`config.mk`:
```
export PLATFORM = sky130hd
export DESIGN_NAME = bcd_countdown_timer
export DESIGN_NICKNAME = d
export VERILOG_FILES = /design/src/rtl/timer_pkg.sv /design/src/rtl/bcd_digit.sv /design/src/rtl/bcd_countdown_timer.sv
export SDC_FILE = /design/constraint.sdc
export NUM_CORES = 1
export LEC_CHECK = 0
export ABC_AREA = 1
export CAP_MARGIN = 20
export CORE_ASPECT_RATIO = 1.5
export CORE_MARGIN = 3
export CORE_UTILIZATION = 35
export DETAILED_ROUTE_END_ITERATION = 8
export PLACE_DENSITY = 0.65
export REMOVE_ABC_BUFFERS = 1
export SETUP_SLACK_MARGIN = 0.5
export SLEW_MARGIN = 20
export SYNTH_ARGS = -nofsm -noshare
export SYNTH_HDL_FRONTEND = slang
export SYNTH_HIERARCHICAL = 1
export SYNTH_SLANG_ARGS = --single-unit
export TNS_END_PERCENT = 20
```
`constraint.sdc`:
```
create_clock -name clk -period 7.3 [get_ports clk]
set_input_delay 1.46 -clock clk [delete_from_list [all_inputs] [get_ports clk]]
set_output_delay 1.46 -clock clk [all_outputs]
set_load 0.05 [all_outputs]
```
`src/rtl/timer_pkg.sv`:
```
// Shared definitions for the BCD countdown timer: FSM state encoding and BCD digit limits.
package timer_pkg;

    typedef enum logic [1:0] {
        IDLE    = 2'd0,
        RUN     = 2'd1,
        PAUSE   = 2'd2,
        EXPIRED = 2'd3
    } state_t;

    localparam logic [3:0] BCD_NINE     = 4'd9;
    localparam logic [3:0] SEC_TENS_MAX = 4'd5;

endpackage

```
`src/rtl/bcd_digit.sv`:
```
// One BCD digit with increment/decrement enables, a wrap limit, and carry/borrow out.
// digit_next exposes the value the digit takes on the coming edge.
module bcd_digit
    import timer_pkg::*;
#(
    parameter logic [3:0] LIMIT = BCD_NINE
) (
    input  logic       clk,
    input  logic       reset,
    input  logic       clr,
    input  logic       inc,
    input  logic       dec,
    output logic [3:0] digit,
    output logic [3:0] digit_next,
    output logic       carry,
    output logic       borrow
);

    always_comb begin
        digit_next = digit;
        carry      = 1'b0;
        borrow     = 1'b0;
        if (clr) begin
            digit_next = 4'd0;
        end else if (inc) begin
            carry      = (digit == LIMIT);
            digit_next = carry ? 4'd0 : digit + 4'd1;
        end else if (dec) begin
            borrow     = (digit == 4'd0);
            digit_next = borrow ? LIMIT : digit - 4'd1;
        end
    end

    always_ff @(posedge clk or posedge reset) begin
        if (reset) begin
            digit <= 4'd0;
        end else begin
            digit <= digit_next;
        end
    end

endmodule

```
`src/rtl/bcd_countdown_timer.sv`:
```
// Microwave-style mm:ss timer: set time in IDLE, count down (or up as a stopwatch),
// pause/resume on start, and flash the led for ALARM_TICKS seconds on expiry.
module bcd_countdown_timer
    import timer_pkg::*;
#(
    parameter int MIN_DIGITS  = 2,
    parameter int LONG_MIN    = 5,
    parameter int ALARM_TICKS = 10
) (
    input  logic                    clk,
    input  logic                    reset,
    input  logic                    tick_1hz,
    input  logic                    cook_time,
    input  logic                    min_inc,
    input  logic                    sec_inc,
    input  logic                    start,
    input  logic                    clear,
    input  logic                    count_up,
    output logic [7:0]              sec_bcd,
    output logic [4*MIN_DIGITS-1:0] min_bcd,
    output logic                    running,
    output logic                    expired,
    output logic                    firm,
    output logic                    led
);

    localparam int AW = $clog2(ALARM_TICKS + 1);

    state_t          state, next_state;
    logic [AW-1:0]   alarm_cnt, alarm_next;
    logic            led_next, mode_up, mode_next;

    logic [3:0]      sec_d [2];
    logic [3:0]      sec_n [2];
    logic            sec_carry [2];
    logic            sec_borrow [2];
    logic [3:0]      min_d [MIN_DIGITS];
    logic [3:0]      min_n [MIN_DIGITS];
    logic            min_carry [MIN_DIGITS];
    logic            min_borrow [MIN_DIGITS];
    logic            min_inc_en [MIN_DIGITS];
    logic            min_dec_en [MIN_DIGITS];

    logic            set_en, run_tick, up_en, dn_en;
    logic            time_zero, next_zero, at_max;
    logic [13:0]     min_val_next;

    assign set_en   = (state == IDLE) && cook_time && !clear;
    assign run_tick = (state == RUN) && tick_1hz && !start && !clear;
    assign up_en    = run_tick && mode_up && !at_max;
    assign dn_en    = run_tick && !mode_up;

    bcd_digit #(.LIMIT(BCD_NINE)) u_sec_ones (
        .clk(clk), .reset(reset), .clr(clear),
        .inc((set_en && sec_inc) || up_en), .dec(dn_en),
        .digit(sec_d[0]), .digit_next(sec_n[0]),
        .carry(sec_carry[0]), .borrow(sec_borrow[0])
    );

    bcd_digit #(.LIMIT(SEC_TENS_MAX)) u_sec_tens (
        .clk(clk), .reset(reset), .clr(clear),
        .inc(sec_carry[0]), .dec(sec_borrow[0]),
        .digit(sec_d[1]), .digit_next(sec_n[1]),
        .carry(sec_carry[1]), .borrow(sec_borrow[1])
    );

    // Seconds only carry into minutes while running; setting wraps seconds on their own.
    genvar g;
    generate
        for (g = 0; g < MIN_DIGITS; g++) begin : g_min
            if (g == 0) begin : g_lsd
                assign min_inc_en[g] = (set_en && min_inc) || (up_en && sec_carry[1]);
                assign min_dec_en[g] = sec_borrow[1];
            end else begin : g_upper
                assign min_inc_en[g] = min_carry[g-1];
                assign min_dec_en[g] = min_borrow[g-1];
            end
            bcd_digit #(.LIMIT(BCD_NINE)) u_min (
                .clk(clk), .reset(reset), .clr(clear),
                .inc(min_inc_en[g]), .dec(min_dec_en[g]),
                .digit(min_d[g]), .digit_next(min_n[g]),
                .carry(min_carry[g]), .borrow(min_borrow[g])
            );
            assign min_bcd[4*g +: 4] = min_d[g];
        end
    endgenerate

    assign sec_bcd = {sec_d[1], sec_d[0]};

    always_comb begin
        time_zero    = (sec_d[1] == 4'd0) && (sec_d[0] == 4'd0);
        next_zero    = (sec_n[1] == 4'd0) && (sec_n[0] == 4'd0);
        at_max       = (sec_d[1] == SEC_TENS_MAX) && (sec_d[0] == BCD_NINE);
        min_val_next = 14'd0;
        for (int i = MIN_DIGITS - 1; i >= 0; i--) begin
            if (min_d[i] != 4'd0)     time_zero = 1'b0;
            if (min_n[i] != 4'd0)     next_zero = 1'b0;
            if (min_d[i] != BCD_NINE) at_max    = 1'b0;
            min_val_next = min_val_next * 14'd10 + {10'd0, min_n[i]};
        end
    end

    // Next-state logic; clear outranks start, which outranks the 1 Hz tick.
    always_comb begin
        next_state = state;
        alarm_next = alarm_cnt;
        led_next   = led;
        mode_next  = mode_up;
        if (clear) begin
            next_state = IDLE;
            alarm_next = '0;
            led_next   = 1'b0;
        end else begin
            case (state)
                IDLE: begin
                    if (start && (count_up || !time_zero)) begin
                        next_state = RUN;
                        mode_next  = count_up;
                    end
                end
                RUN: begin
                    if (start) begin
                        next_state = PAUSE;
                    end else if (tick_1hz && ((mode_up && at_max) || (!mode_up && next_zero))) begin
                        next_state = EXPIRED;
                        alarm_next = '0;
                        led_next   = 1'b0;
                    end
                end
                PAUSE: begin
                    if (start) next_state = RUN;
                end
                EXPIRED: begin
                    if (tick_1hz) begin
                        if (alarm_cnt == AW'(ALARM_TICKS - 1)) begin
                            next_state = IDLE;
                            alarm_next = '0;
                            led_next   = 1'b0;
                        end else begin
                            alarm_next = alarm_cnt + AW'(1);
                            led_next   = !led;
                        end
                    end
                end
                default: next_state = IDLE;
            endcase
        end
    end

    always_ff @(posedge clk or posedge reset) begin
        if (reset) begin
            state     <= IDLE;
            alarm_cnt <= '0;
            led       <= 1'b0;
            mode_up   <= 1'b0;
            running   <= 1'b0;
            expired   <= 1'b0;
            firm      <= 1'b0;
        end else begin
            state     <= next_state;
            alarm_cnt <= alarm_next;
            led       <= led_next;
            mode_up   <= mode_next;
            running   <= (next_state == RUN);
            expired   <= (next_state == EXPIRED);
            firm      <= (min_val_next >= 14'(LONG_MIN));
        end
    end

endmodule

```
# Word level (Yosys, flattened, before mapping)
# Index checks and enable logic that the tools add are counted.
totals:
  regBits: 27
  out_inout_bits: 20
op_classes:
  addsub: 10
  bitwise: 1
  muxes: 61
  reduce_logical: 42
  magnitude_cmp: 1
  n_eq_ne: 15
  n_mul: 1
op_table:
  columns: ["op", "count"]
  rows:
  - ["2-to-1 mux 4 bit", 25]
  - ["2-to-1 mux 1 bit", 26]
  - ["logical NOT 4 bit", 6]
  - ["adder 4 x 1 -> 4 bit, second input constant", 5]
  - ["logical AND 1 bit", 18]
  - ["== test 4 bit, second input constant", 4]
  - ["nonzero test 4 bit", 4]
  - ["subtractor 4 x 1 -> 4 bit, second input constant", 4]
  - ["2-to-1 mux 2 bit", 7]
  - ["adder 8 x 4 -> 9 bit", 1]
  - [">= comparator 9 x 3 -> 1 bit, second input constant", 1]
  - ["inequality test 4 bit, second input constant", 2]
  - ["case mux 2 bit (4 select lines)", 1]
  - ["case mux 4 bit (2 select lines)", 1]
  - ["multiplier 4 x 3 -> 7 bit, second input constant", 1]
  - ["== test 2 bit, second input constant", 3]
  - ["logical NOT 1 bit", 6]
  - ["inequality test 3 bit, second input constant", 2]
  - ["== test 2 x 1 -> 1 bit, second input constant", 2]
  - ["== test 4 x 3 -> 1 bit, second input constant", 1]
  - ["logical OR 1 bit", 4]
  - ["AND reduction 4 bit", 1]
  - ["inequality test 3 x 2 -> 1 bit, second input constant", 1]
  - ["AND reduction 3 bit", 1]
  - ["4 further kinds", 4]

# Depth between registers and ports, before layout
# Gate-level depths: netlist of the first run.
logic_depth:
  word_depth: 29
  mapped_depth: 36

# Cells and area by module
# Netlist of the first run, hierarchy kept.
by_module_without_submodules:
  columns: ["module", "seq_area_each_um2", "area_each_um2", "n_inst", "cells_each"]
  rows:
  - ["bcd_digit at g_min[0].u_min ...", 100.1, 382.9, 3, 62]
  - ["bcd_countdown_timer", 275.3, 1108.6, 1, 162]
  - ["bcd_digit at u_sec_tens", 100.1, 374.1, 1, 57]

# Least setup slack after synthesis of the first run
# OpenSTA, ideal clock, no wires.
synth_timing:
  path_type: "input-to-reg"
  from: "in start"
  to: "reg firm"
  path_slack_ps: 1341
  t_arrival_ps: 5819
  cell_stages: 29
  setup_ps: 140
  cell_sequence: "inv_1 nand2_1 nor3_1 inv_1 nor2_1 inv_2 nor2_2 nand2_1 nor3_1 nand3_2 nor3_1 inv_2 nor2_2 nand2_1 nor3_1 inv_2 nor2_2 nand3_1 nand2_1 nand2_1 nand2_1 nor2_2 ha_1 ha_1 inv_1 fa_1 inv_1 nor4_1 nand4_1"
synth_rtl:
  columns: ["item", "line", "rtl"]
  rows:
  - ["from (decl)", "bcd_countdown_timer.sv:16", "input logic start,"]
  - ["to (signal assigned)", "bcd_countdown_timer.sv:166", "firm <= (min_val_next >= 14'(LONG_MIN));"]
  - ["to (decl)", "bcd_countdown_timer.sv:23", "output logic firm,"]

==> results of run 1 <==
registers in the layout (all words and copies together) (netlist names):
register           cells
mode_up                1
expired                1
firm                   1
u_sec_tens/digit       4
g_min.u_min/digit      8
state                  2
u_sec_ones/digit       4
running                1
alarm_cnt              4
led                    1
layer usage:
layer  vias up  track usage, %
met2        39            29.2
met1      1163            17.6
li1       1338               -
met4         0            6.41
met3        14            1.21
met5         -               0
final timing paths:
| check | from | endpoint | slack (ns) | cells after the start |
|---|---|---|---|---|
| min | led$_DFFE_PP0P_ | led$_DFFE_PP0P_ | 0.49 | 1 |
| max | clear | firm$_DFF_PP0_ | 1.03 | 26 |
| max reg2reg | state[1]$_DFF_PP0_ | firm$_DFF_PP0_ | 2.18 | 33 |
| min in group asynchronous | reset | g_min[0].u_min/digit[2]$_DFF_PP0_ | 1.55 | 2 |
| min reg2reg | led$_DFFE_PP0P_ | led$_DFFE_PP0P_ | 0.49 | 1 |
| max in group asynchronous | reset | firm$_DFF_PP0_ | 5.29 | 2 |
final cells by class:
type                       count  area [µm²]  area share, %
timing repair buffer          33         318           10.2
clock inverter                 1        7.51          0.241
multi-input combinational    298        1670           53.6
tap                          100         125           4.02
inverter                      74         278           8.92
sequential                    27         676           21.7
clock buffer                   3        41.3           1.33
per-stage QoR:
step	power, mW	instance area, µm²
6_report	0.494	3110
5_1_grt	0.530	3110
4_1_cts	0.498	3090
3_5_place_dp	0.405	3050
3_3_place_gp	0.402	3050
2_1_floorplan	0.343	2600
what timing repair did:
action	in CTS	in global routing
gates resized for setup	0	4
endpoints found under the setup margin	0	8
hold buffers	0	0
worst max-delay path: cells and delay by family:
family	cells	cell delay [ns]
and+or+nand+nor	11	1.69
buffers and inverters	9	1.58
AOI/OAI and AO/OA	3	0.82
adders and majority gates	3	0.86
power by group through the flow:
| stage | combinational (mW) | clock, mW | sequential, mW |
|---|---|---|---|
| 2_1_floorplan | 0.122 | 0 | 0.220 |
| 3_3_place_gp | 0.209 | 0 | 0.194 |
| 3_5_place_dp | 0.211 | 0 | 0.194 |
| 4_1_cts | 0.212 | 0.0940 | 0.192 |
| 5_1_grt | 0.235 | 0.0992 | 0.196 |
| 6_report | 0.211 | 0.0901 | 0.192 |
cells in the final DEF, fill, tap and decap left out, drive strengths merged:
master           n
clkdlybuf4s50   28
clkbuf           3
xor2             3
fa               2
a211o            2
inv             74
a31oi            6
clkinvlp         1
nor3             8
o21ai           19
dfrtp           27
nor2            70
ha              21
nor4             1
nand3           35
buf              5
nand4            6
o22ai            2
or2              2
xnor2            3
a21oi           16
nand2          101
nand3b           1
==> metrics.md, run 1 <==
| Metric | Value |
|---|---|
| Status | complete, no violations |
| Std-Cell Core Area | a little over 7000 µm² |
| CP required | 7.45 ns |
| Number of global-route vias before repair | ~2600 |
| DR pass1 iterations | 4 |
| DRC | 0 |
| Mapped cell area | about 2600 µm² |
| Gr ovfl total | 0 |
| RSZ-0062 raised after global routing | no |
| Fin crit period | 6.27 ns |
| Share of power burned in registers | 38.9% |
| Routability cong. | roughly 0.9 |
| Final Non-Filler Cells | between 500 and 600 |
| Ports | 29 |
| Chip Width | roughly 77 µm |
| Hold crit path type | flop to flop |
| CTS clk-pin slew, worst paths | 0.11 ns |
| Power per cell area | roughly 160 nW/µm² |
| Maximum clock rate | 0.159 GHz |
| Vias | 2554 |
| P_sw | about 0.22 mW |
| DRT antenna net count | 0 |
| Clk_skew | roughly 0.015 ns |
| Num CTS Buffers | 3 |
| Hold Vio Cnt, Final | 0 |
| Max incr delay on CP | around 0.48 ns |
| Fill cells | roughly 780 |
| Part of the power in combinational logic | between 40% and 50% |
| First-pass GRT wire length | roughly 11000 µm |
| Worst slew pin tran | around 1 ns |
| Setup tns final | 0 ns |
| Initial core utilization | 36.0% |
| Clock Tree Root | clkbuf_8 |
| Syn-to-layout area delta | 18.8% |
| H-tree levels | 1 |
| Rows | 38 |
| Initial antenna violation count | 0 |
| Vias/cell | 4.76 |
| Net Sw Frac | 44.1% |
| Max-Cap Viols | 0 |
| CTS tree | done |
| Worst-path maximum fanout | 9 |
| Setup WS post-layout | 1.03 ns |
| Number of nets in the layout | 469 |
| Drt total wl | 6460 µm |
| CP max stage cell | clkdlybuf4s50_1 |
| M1 wire length | around 2800 µm |
| Worst EP arrival | about 6.4 ns |
| CP Launch Type | input port |
| 1st-iter DRT viols | about 120 |
| Longest Clk Path Bufs | 2 |
| Setup Buffers After CTS | 0 |
| Max-slew headroom | between 30% and 40% |
| Total GRT Usage | around 15% |
| Met3 routed WL | roughly 130 µm |
| Path type of the worst setup path | input port to flop |
| Port Buffers | 28 |
| Pins over their slew limit | 0 |
| WHS | a little under 0.5 ns |
| Place WS | 0.300 ns |
| DIE HEIGHT | 112 µm |
| # diodes | 0 |
| Peak supply drop | 0.101 mV |
| Synthesized instance count | about 400 |
| Mapped Avg Cell Area | roughly 6.5 µm² |
| Top Metal Used | met4 |
| Layout cell share with drive strength beyond 1 | between 10% and 20% |
| Util after Layout | between 40% and 50% |
| Most frequent CP cell | inv_1 |
| Post-DP HPWL | 5170 µm |
| DP Cell Count | roughly 530 |
| # setup viols final | 0 |
| Clock Power Share | a little under a fifth |
| Wirelength per Cell | 12.0 µm |
| CTS sink cnt | 27 |
| DIE AREA | between 8000 and 9000 µm² |
| Cell Int Power | around 0.28 mW |
| Final period util | 85.9% |
| Critical Path End Type | flop |
| Warnings from Yosys | 6 |
| Largest net degree at the start of global routing | 17 |
| LEAKAGE | 1.57 nW |
| Metal2 WL | roughly 3400 µm |
| Worst skew pair latency | approximately 0.29 ns |
No activity file was read; power rests on OpenSTA's default activity.
==> run 2: changes to the inputs <==
--- a/config.mk
+++ b/config.mk
@@ -11,7 +11,8 @@
 export CORE_MARGIN = 3
 export CORE_UTILIZATION = 35
 export DETAILED_ROUTE_END_ITERATION = 8
-export PLACE_DENSITY = 0.65
+export DONT_BUFFER_PORTS = 1
+export PLACE_DENSITY = 0.6
 export REMOVE_ABC_BUFFERS = 1
 export SETUP_SLACK_MARGIN = 0.5
 export SLEW_MARGIN = 20
==> run 2 against run 1 <==
Against the previous run:
- first-iteration DRC count is 32% higher
- via count is 3.7% lower
- combinational power is 30% lower
- clock-buffer cell count stayed put
- clock skew is 0.0049 ns lower
- critical path type unchanged
- sequential share of layout area is 2.4 points higher
- largest power group is now sequential cells
- maximum frequency is 2.9% higher
- utilization is 4.3 points lower
- power is 5.5% lower
- worst setup slack better by 0.18 ns
==> metrics.md, run 2 (synthesis gave the netlist of run 1 again) <==
| Metric | Value |
|---|---|
| Status | complete, no violations (unchanged) |
| LEAKAGE | 1.45 nW (was 1.57 nW) |
| WHS | 0.544 ns (was 0.489 ns) |
| Drt total wl | 6380 µm (was 6460 µm) |
| Setup Buffers After CTS | 0 (unchanged) |
| Chip Width | 76.7 µm (unchanged) |
| Commonest cells after routing, fill and taps aside | 95 x nand2_1, 67 x inv_1, 61 x nor2_1 (was 95 x nand2_1, 67 x inv_1, 60 x nor2_1) |
| Maximum clock rate | 0.164 GHz (was 0.159 GHz) |
| DP Cell Count | 501 (was 532) |
| CTS tree | done (unchanged) |
| DIE HEIGHT | 112 µm (unchanged) |
| Post-DP HPWL | 5090 µm (was 5170 µm) |
| # setup viols final | 0 (unchanged) |
| Ports | 29 (unchanged) |
| Initial antenna violation count | 0 (unchanged) |
| Longest Clk Path Bufs | 2 (unchanged) |
| DR pass1 iterations | 4 (unchanged) |
| Number of nets in the layout | 438 (was 469) |
| Commonest non-fill, non-tap cell in the layout | nand2_1 (unchanged) |
| Path type of the worst setup path | input port to flop (unchanged) |
| Number of global-route vias before repair | 2332 (was 2563) |
| Register with the most flip-flops | g_min.u_min/digit (unchanged) |
| Routability cong. | 0.847 (was 0.915) |
| Pins over their slew limit | 0 (unchanged) |
| Clock Tree Root | clkbuf_8 (unchanged) |
| Gr ovfl total | 0 (unchanged) |
| Part of the power in combinational logic | 31.8% (was 42.8%) |
| Worst slew pin tran | 1.03 ns (was 0.986 ns) |
| RSZ-0062 raised after global routing | no (unchanged) |
| Rows | 38 (unchanged) |
| Vias/cell | 4.87 (was 4.76) |
| CP Launch Type | input port (unchanged) |
| Worst Hold Launch | alarm_cnt[3]$_DFFE_PP0P_ (was led$_DFFE_PP0P_) |
| # diodes | 0 (unchanged) |
| Max-slew headroom | 30.7% (was 33.5%) |
| Layout cell share with drive strength beyond 1 | 11.4% (was 11.7%) |
| Final Non-Filler Cells | 505 (was 536) |
| CTS sink cnt | 27 (unchanged) |
| P_sw | 0.211 mW (was 0.218 mW) |
| Initial core utilization | 36.0% (unchanged) |
| Std-Cell Core Area | 7270 µm² (unchanged) |
| Clk_skew | 0.00966 ns (was 0.0145 ns) |
| Power per cell area | 167 nW/µm² (was 159 nW/µm²) |
| Largest net degree at the start of global routing | 25 (was 17) |
| Cell Int Power | 0.256 mW (was 0.276 mW) |
| Critical Path Start | start (was clear) |
| Hold Vio Cnt, Final | 0 (unchanged) |
| R2R Path Start | g_min[1].u_min/digit[0]$_DFF_PP0_ (was state[1]$_DFF_PP0_) |
| Max-Cap Viols | 0 (unchanged) |
| Clock Power Share | 19.6% (was 18.3%) |
| 1st-iter DRT viols | 152 (was 115) |
| Num CTS Buffers | 3 (unchanged) |
| Setup tns final | 0 ns (unchanged) |
| Peak supply drop | 0.0908 mV (was 0.101 mV) |
| Vias | 2459 (was 2554) |
| DIE AREA | 8590 µm² (unchanged) |
| Worst EP arrival | 6.25 ns (was 6.42 ns) |
| Critical Path End Type | flop (unchanged) |
| First-pass GRT wire length | 10800 µm (was 11100 µm) |
| Hold crit path type | flop to flop (unchanged) |
| Largest register FFs | 8 (unchanged) |
| Wirelength per Cell | 12.6 µm (was 12.0 µm) |
| CTS clk-pin slew, worst paths | 0.11 ns (about the same) |
| Worst skew pair latency | 0.28 ns (was 0.29 ns) |
| Worst-path maximum fanout | 6 (was 9) |
| Total GRT Usage | 15.3% (was 15.5%) |
| Net Sw Frac | 45.2% (was 44.1%) |
| Final period util | 83.5% (was 85.9%) |
| H-tree levels | 1 (unchanged) |
| CP required | 7.45 ns (about the same) |
| Syn-to-layout area delta | 6.87% (was 18.8%) |
| DRT antenna net count | 0 (unchanged) |
| Port Buffers | 0 (was 28) |
| Fin crit period | 6.10 ns (was 6.27 ns) |
| Share of power burned in registers | 48.6% (was 38.9%) |
| DRC | 0 (unchanged) |
-- run 2: changes by cell type in the layout (fill, tap and decap cells not counted) --
cell,change
o22ai_2,-1
clkdlybuf4s50_1,-28
o22ai_1,+1
nor2_1,+1
nor2_2,-1
buf_4,-3
-- run 2: worst max-delay path, cell delays in order --
cell and delay (ns):
inv_1 0.07, nand2_1 0.08, nor3_1 0.23, inv_1 0.10, nor2_1 0.34, inv_2 0.08
nor2_2 0.15, nand2_1 0.09, nor3_1 0.50, nand3_2 0.20, nor3_2 0.33, inv_2 0.08
nor2_2 0.15, nand2_1 0.10, nor3_2 0.34, inv_2 0.08, nand2_1 0.08, nand3_1 0.07
a21oi_1 0.42, ha_1 0.23, ha_1 0.16, inv_1 0.05, fa_1 0.48, inv_1 0.04
nor4_1 0.24, nand4_1 0.11
-- run 2: layer usage --
metal  vias to the layer above  global-route usage (%)  wire length (µm)
met1                      1126                    17.6              2670
met5                         -                       0                 0
li1                       1273                       -                 -
met4                         0                    4.11                83
met2                        52                    28.3              3330
met3                         8                    2.91               293
-- run 2: path summary, 6_finish.rpt --
kind	to	slack [ns]	depth (start not counted)
worst min register to register	alarm_cnt[3]$_DFFE_PP0P_	0.54	2
max in group asynchronous	firm$_DFF_PP0_	5.93	1
worst min-delay path	alarm_cnt[3]$_DFFE_PP0P_	0.54	2
worst max-delay path	firm$_DFF_PP0_	1.20	26
worst max register to register	firm$_DFF_PP0_	1.75	25
min in group asynchronous	g_min[0].u_min/digit[1]$_DFF_PP0_	0.92	1
-- run 2: area by class of cell --
class,instances,area [µm²]
fillers,773,4470
repair buffers,2,15.0
clock inverters,1,7.51
well taps,100,125
flip-flops and latches,27,676
inverters,74,278
multi-input cells,298,1660
clock buffers,3,41.3
-- run 2: power groups by stage --
stage               clock (mW)  sequential, mW  combinational (mW)
detailed placement           0           0.230               0.149
CTS                     0.0946           0.227               0.150
global route             0.103           0.231               0.173
finish                  0.0914           0.227               0.148
global placement             0           0.231               0.148
floorplan                    0           0.220               0.122
-- run 2: per-stage QoR --
step                setup slack [ns]  instance area, µm²  total power [mW]  util (%)
finish                          1.20                2800             0.467      38.5
global route                   0.634                2800             0.507      38.5
CTS                            0.880                2790             0.471      38.4
detailed placement             0.561                2740             0.379      37.7
global placement               0.873                2740             0.378      37.7
floorplan                       1.34                2600             0.343         -
-- run 2: what timing repair did --
item	CTS	global route
resized for setup	0	2
endpoints found under the hold margin	0	0
endpoints found under the setup margin	0	1
hold buffers	0	0
==> run 3: changes to the inputs <==
==> constraint.sdc (replaced) <==
create_clock -name clk -period 5.7 [get_ports clk]
set_input_delay 1.14 -clock clk [delete_from_list [all_inputs] [get_ports clk]]
set_output_delay 1.14 -clock clk [all_outputs]
set_load 0.05 [all_outputs]
==> run 3 against run 2 <==
Against the previous run:
- sequential cell count is the same
- die area is the same
- combinational power grew 79%
- critical path depth grew 4
- register-to-register slack lost 0.70 ns
- first-iteration DRC count shrank 24%
- wire length grew 4.0%
- worst hold slack lost 0.0044 ns
- non-clock buffer count grew 22
- power grew 32%
- global-route usage grew 0.45 points
- clock-buffer cell count is the same
- largest cell class unchanged
==> metrics.md, run 3 (synthesis gave the netlist of run 1 again) <==
| Metric | Value |
|---|---|
| Status | complete, no violations (unchanged) |
| DR pass1 iterations | 5 (was 4) |
| Hold Vio Cnt, Final | 0 (unchanged) |
| Util after Layout | 41.4% (was 38.5%) |
| Worst skew pair latency | 0.28 ns (about the same) |
| CTS clk-pin slew, worst paths | 0.10 ns (was 0.11 ns) |
| Post-DP HPWL | 5230 µm (was 5090 µm) |
| Syn-to-layout area delta | 14.8% (was 6.87%) |
| 1st-iter DRT viols | 115 (was 152) |
| DRC | 0 (unchanged) |
| Worst Reg-to-Reg Cells | 27 (was 25) |
| Register with the most flip-flops | g_min.u_min/digit (unchanged) |
| CP required | 5.85 ns (was 7.45 ns) |
| Critical Path Start | start (unchanged) |
| Std-Cell Core Area | 7270 µm² (unchanged) |
| Area of the multi-input gates | 1700 µm² (was 1660 µm²) |
| Pwr Total | 0.616 mW (was 0.467 mW) |
| Fin crit period | between 4 and 5 ns |
| Port Buffers | 0 (unchanged) |
| Vias/cell | 4.83 (was 4.87) |
| R2r endpoint | firm$_DFF_PP0_ (unchanged) |
| # setup viols final | 0 (unchanged) |
| Worst Hold Launch | alarm_cnt[0]$_DFFE_PP0P_ (was alarm_cnt[3]$_DFFE_PP0P_) |
| Critical Path End Type | flop (unchanged) |
| Num CTS Buffers | 3 (unchanged) |
| Routability cong. | 0.891 (was 0.847) |
| Pins over their slew limit | 0 (unchanged) |
| R2R Path Start | u_sec_tens/digit[3]$_DFF_PP0_ (was g_min[1].u_min/digit[0]$_DFF_PP0_) |
| Total GRT Usage | 15.7% (was 15.3%) |
| LEAKAGE | 1.57 nW (was 1.45 nW) |
| First-pass GRT wire length | 11200 µm (was 10800 µm) |
| Max-Cap Viols | 0 (unchanged) |
| Longest Clk Path Bufs | 2 (unchanged) |
| Hold crit path type | flop to flop (unchanged) |
| Final period util | 83.1% |
| Worst slew pin tran | 0.636 ns (was 1.03 ns) |
| Wirelength per Cell | 12.6 µm (about the same) |
| Drt total wl | 6640 µm (was 6380 µm) |
| Worst EP arrival | 4.89 ns (was 6.25 ns) |
| Vias | 2544 (was 2459) |
| Layout cell share with drive strength beyond 1 | 17.3% (was 11.4%) |
| Clock Tree Root | clkbuf_8 (unchanged) |
| DIE AREA | 8590 µm² (unchanged) |
| Final instance area | 3010 µm² (was 2800 µm²) |
| CP Launch Type | input port (unchanged) |
| Gr ovfl total | 0 (unchanged) |
| DIE HEIGHT | 112 µm (unchanged) |
| Reg2reg setup slack | 1.05 ns (was 1.75 ns) |
| Setup tns final | 0 ns (unchanged) |
| Ports | 29 (unchanged) |
| Initial core utilization | 36.0% (unchanged) |
| Rows | 38 (unchanged) |
| Chip Width | 76.7 µm (unchanged) |
| Power per cell area | 205 nW/µm² (was 167 nW/µm²) |
| Cell Area, Placed | 2890 µm² (was 2740 µm²) |
| # diodes | 0 (unchanged) |
| Path type of the worst setup path | input port to flop (unchanged) |
| Initial antenna violation count | 0 (unchanged) |
| H-tree levels | 1 (unchanged) |
| Maximum clock rate | 0.211 GHz |
| Commonest cells after routing, fill and taps aside | 95 x nand2_1, 67 x inv_1, 59 x nor2_1 (was 95 x nand2_1, 67 x inv_1, 61 x nor2_1) |
| Clk_skew | 0.00229 ns (was 0.00966 ns) |
| Commonest non-fill, non-tap cell in the layout | nand2_1 (unchanged) |
| CTS tree | done (unchanged) |
| Number of nets in the layout | 460 (was 438) |
| Cts hold-fix bufs | 0 (unchanged) |
| Worst-path maximum fanout | 6 (unchanged) |
| Storage element area | 677 µm² (was 676 µm²) |
| Peak supply drop | 0.109 mV (was 0.0908 mV) |
| RSZ-0062 raised after global routing | no (unchanged) |
| Hold EP | alarm_cnt[0]$_DFFE_PP0P_ (was alarm_cnt[3]$_DFFE_PP0P_) |
| Largest net degree at the start of global routing | 25 (unchanged) |
| CP max stage cell | fa_1 (was nor3_1) |
| Largest register FFs | 8 (unchanged) |
| CTS sink cnt | 27 (unchanged) |
| DRT antenna net count | 0 (unchanged) |
| Most frequent CP cell | nand2_1 |
| Fill cells | 770 (was 773) |
| Max incr delay on CP | 0.47 ns (was 0.50 ns) |
| WHS Path Cells | 1 (was 2) |
| Number of global-route vias before repair | 2494 (was 2332) |
| Max-slew headroom | 57.6% (was 30.7%) |
run 3: area by class of cell:
cell class	instances	share of cell area (%)
Clock buffer	3	1.37
Clock inverter	1	0.249
Inverter	74	9.23
Multi-Input combinational cell	298	56.5
Sequential cell	27	22.5
Tap cell	100	4.16
Timing Repair Buffer	24	5.99
run 3: metal layers:
layer	wire, µm	global-route usage, %	up-vias
met5	0	0	-
met1	2660	17.7	1167
met2	3530	29.6	58
met4	65	5.08	0
met3	380	2.43	4
li1	-	-	1315
run 3: how the worst max path moves through the flow:
| stage | end | slack [ns] | depth (start not counted) |
|---|---|---|---|
| floorplan | firm$_DFF_PP0_ | 0.06 | 29 |
| global placement | firm$_DFF_PP0_ | 0.45 | 27 |
| detailed placement | firm$_DFF_PP0_ | 0.29 | 27 |
| CTS | firm$_DFF_PP0_ | 0.57 | 27 |
| global route | firm$_DFF_PP0_ | 0.49 | 30 |
| finish | firm$_DFF_PP0_ | 0.96 | 30 |
run 3: through the flow:
step	hold WS, ns	worst slack (ns)	std cells
after global placement	0.521	0.449	521
after global routing	0.578	0.492	527
after detailed placement	0.524	0.290	521
after CTS	0.548	0.572	525
final	0.539	0.963	527
after floorplan	0.496	0.0612	399
run 3: critical path, delay by kind of cell:
family | cells | cell delay, ns
adders and majority gates | 3 | 0.90
buffers and inverters | 8 | 0.61
and+or+nand+nor | 19 | 2.21
run 3: power by group:
| part | internal, mW | leakage, nW | switching, mW |
|---|---|---|---|
| Sequential | 0.209 | 0.368 | 0.0268 |
| Combinational | 0.0823 | 1.18 | 0.183 |
| Clock | 0.0498 | 0.0217 | 0.0649 |
run 3: repair_timing:
action,4_1_cts,5_1_grt
buffers inserted,0,2
resized for setup,0,12
setup endpoints to repair,0,2
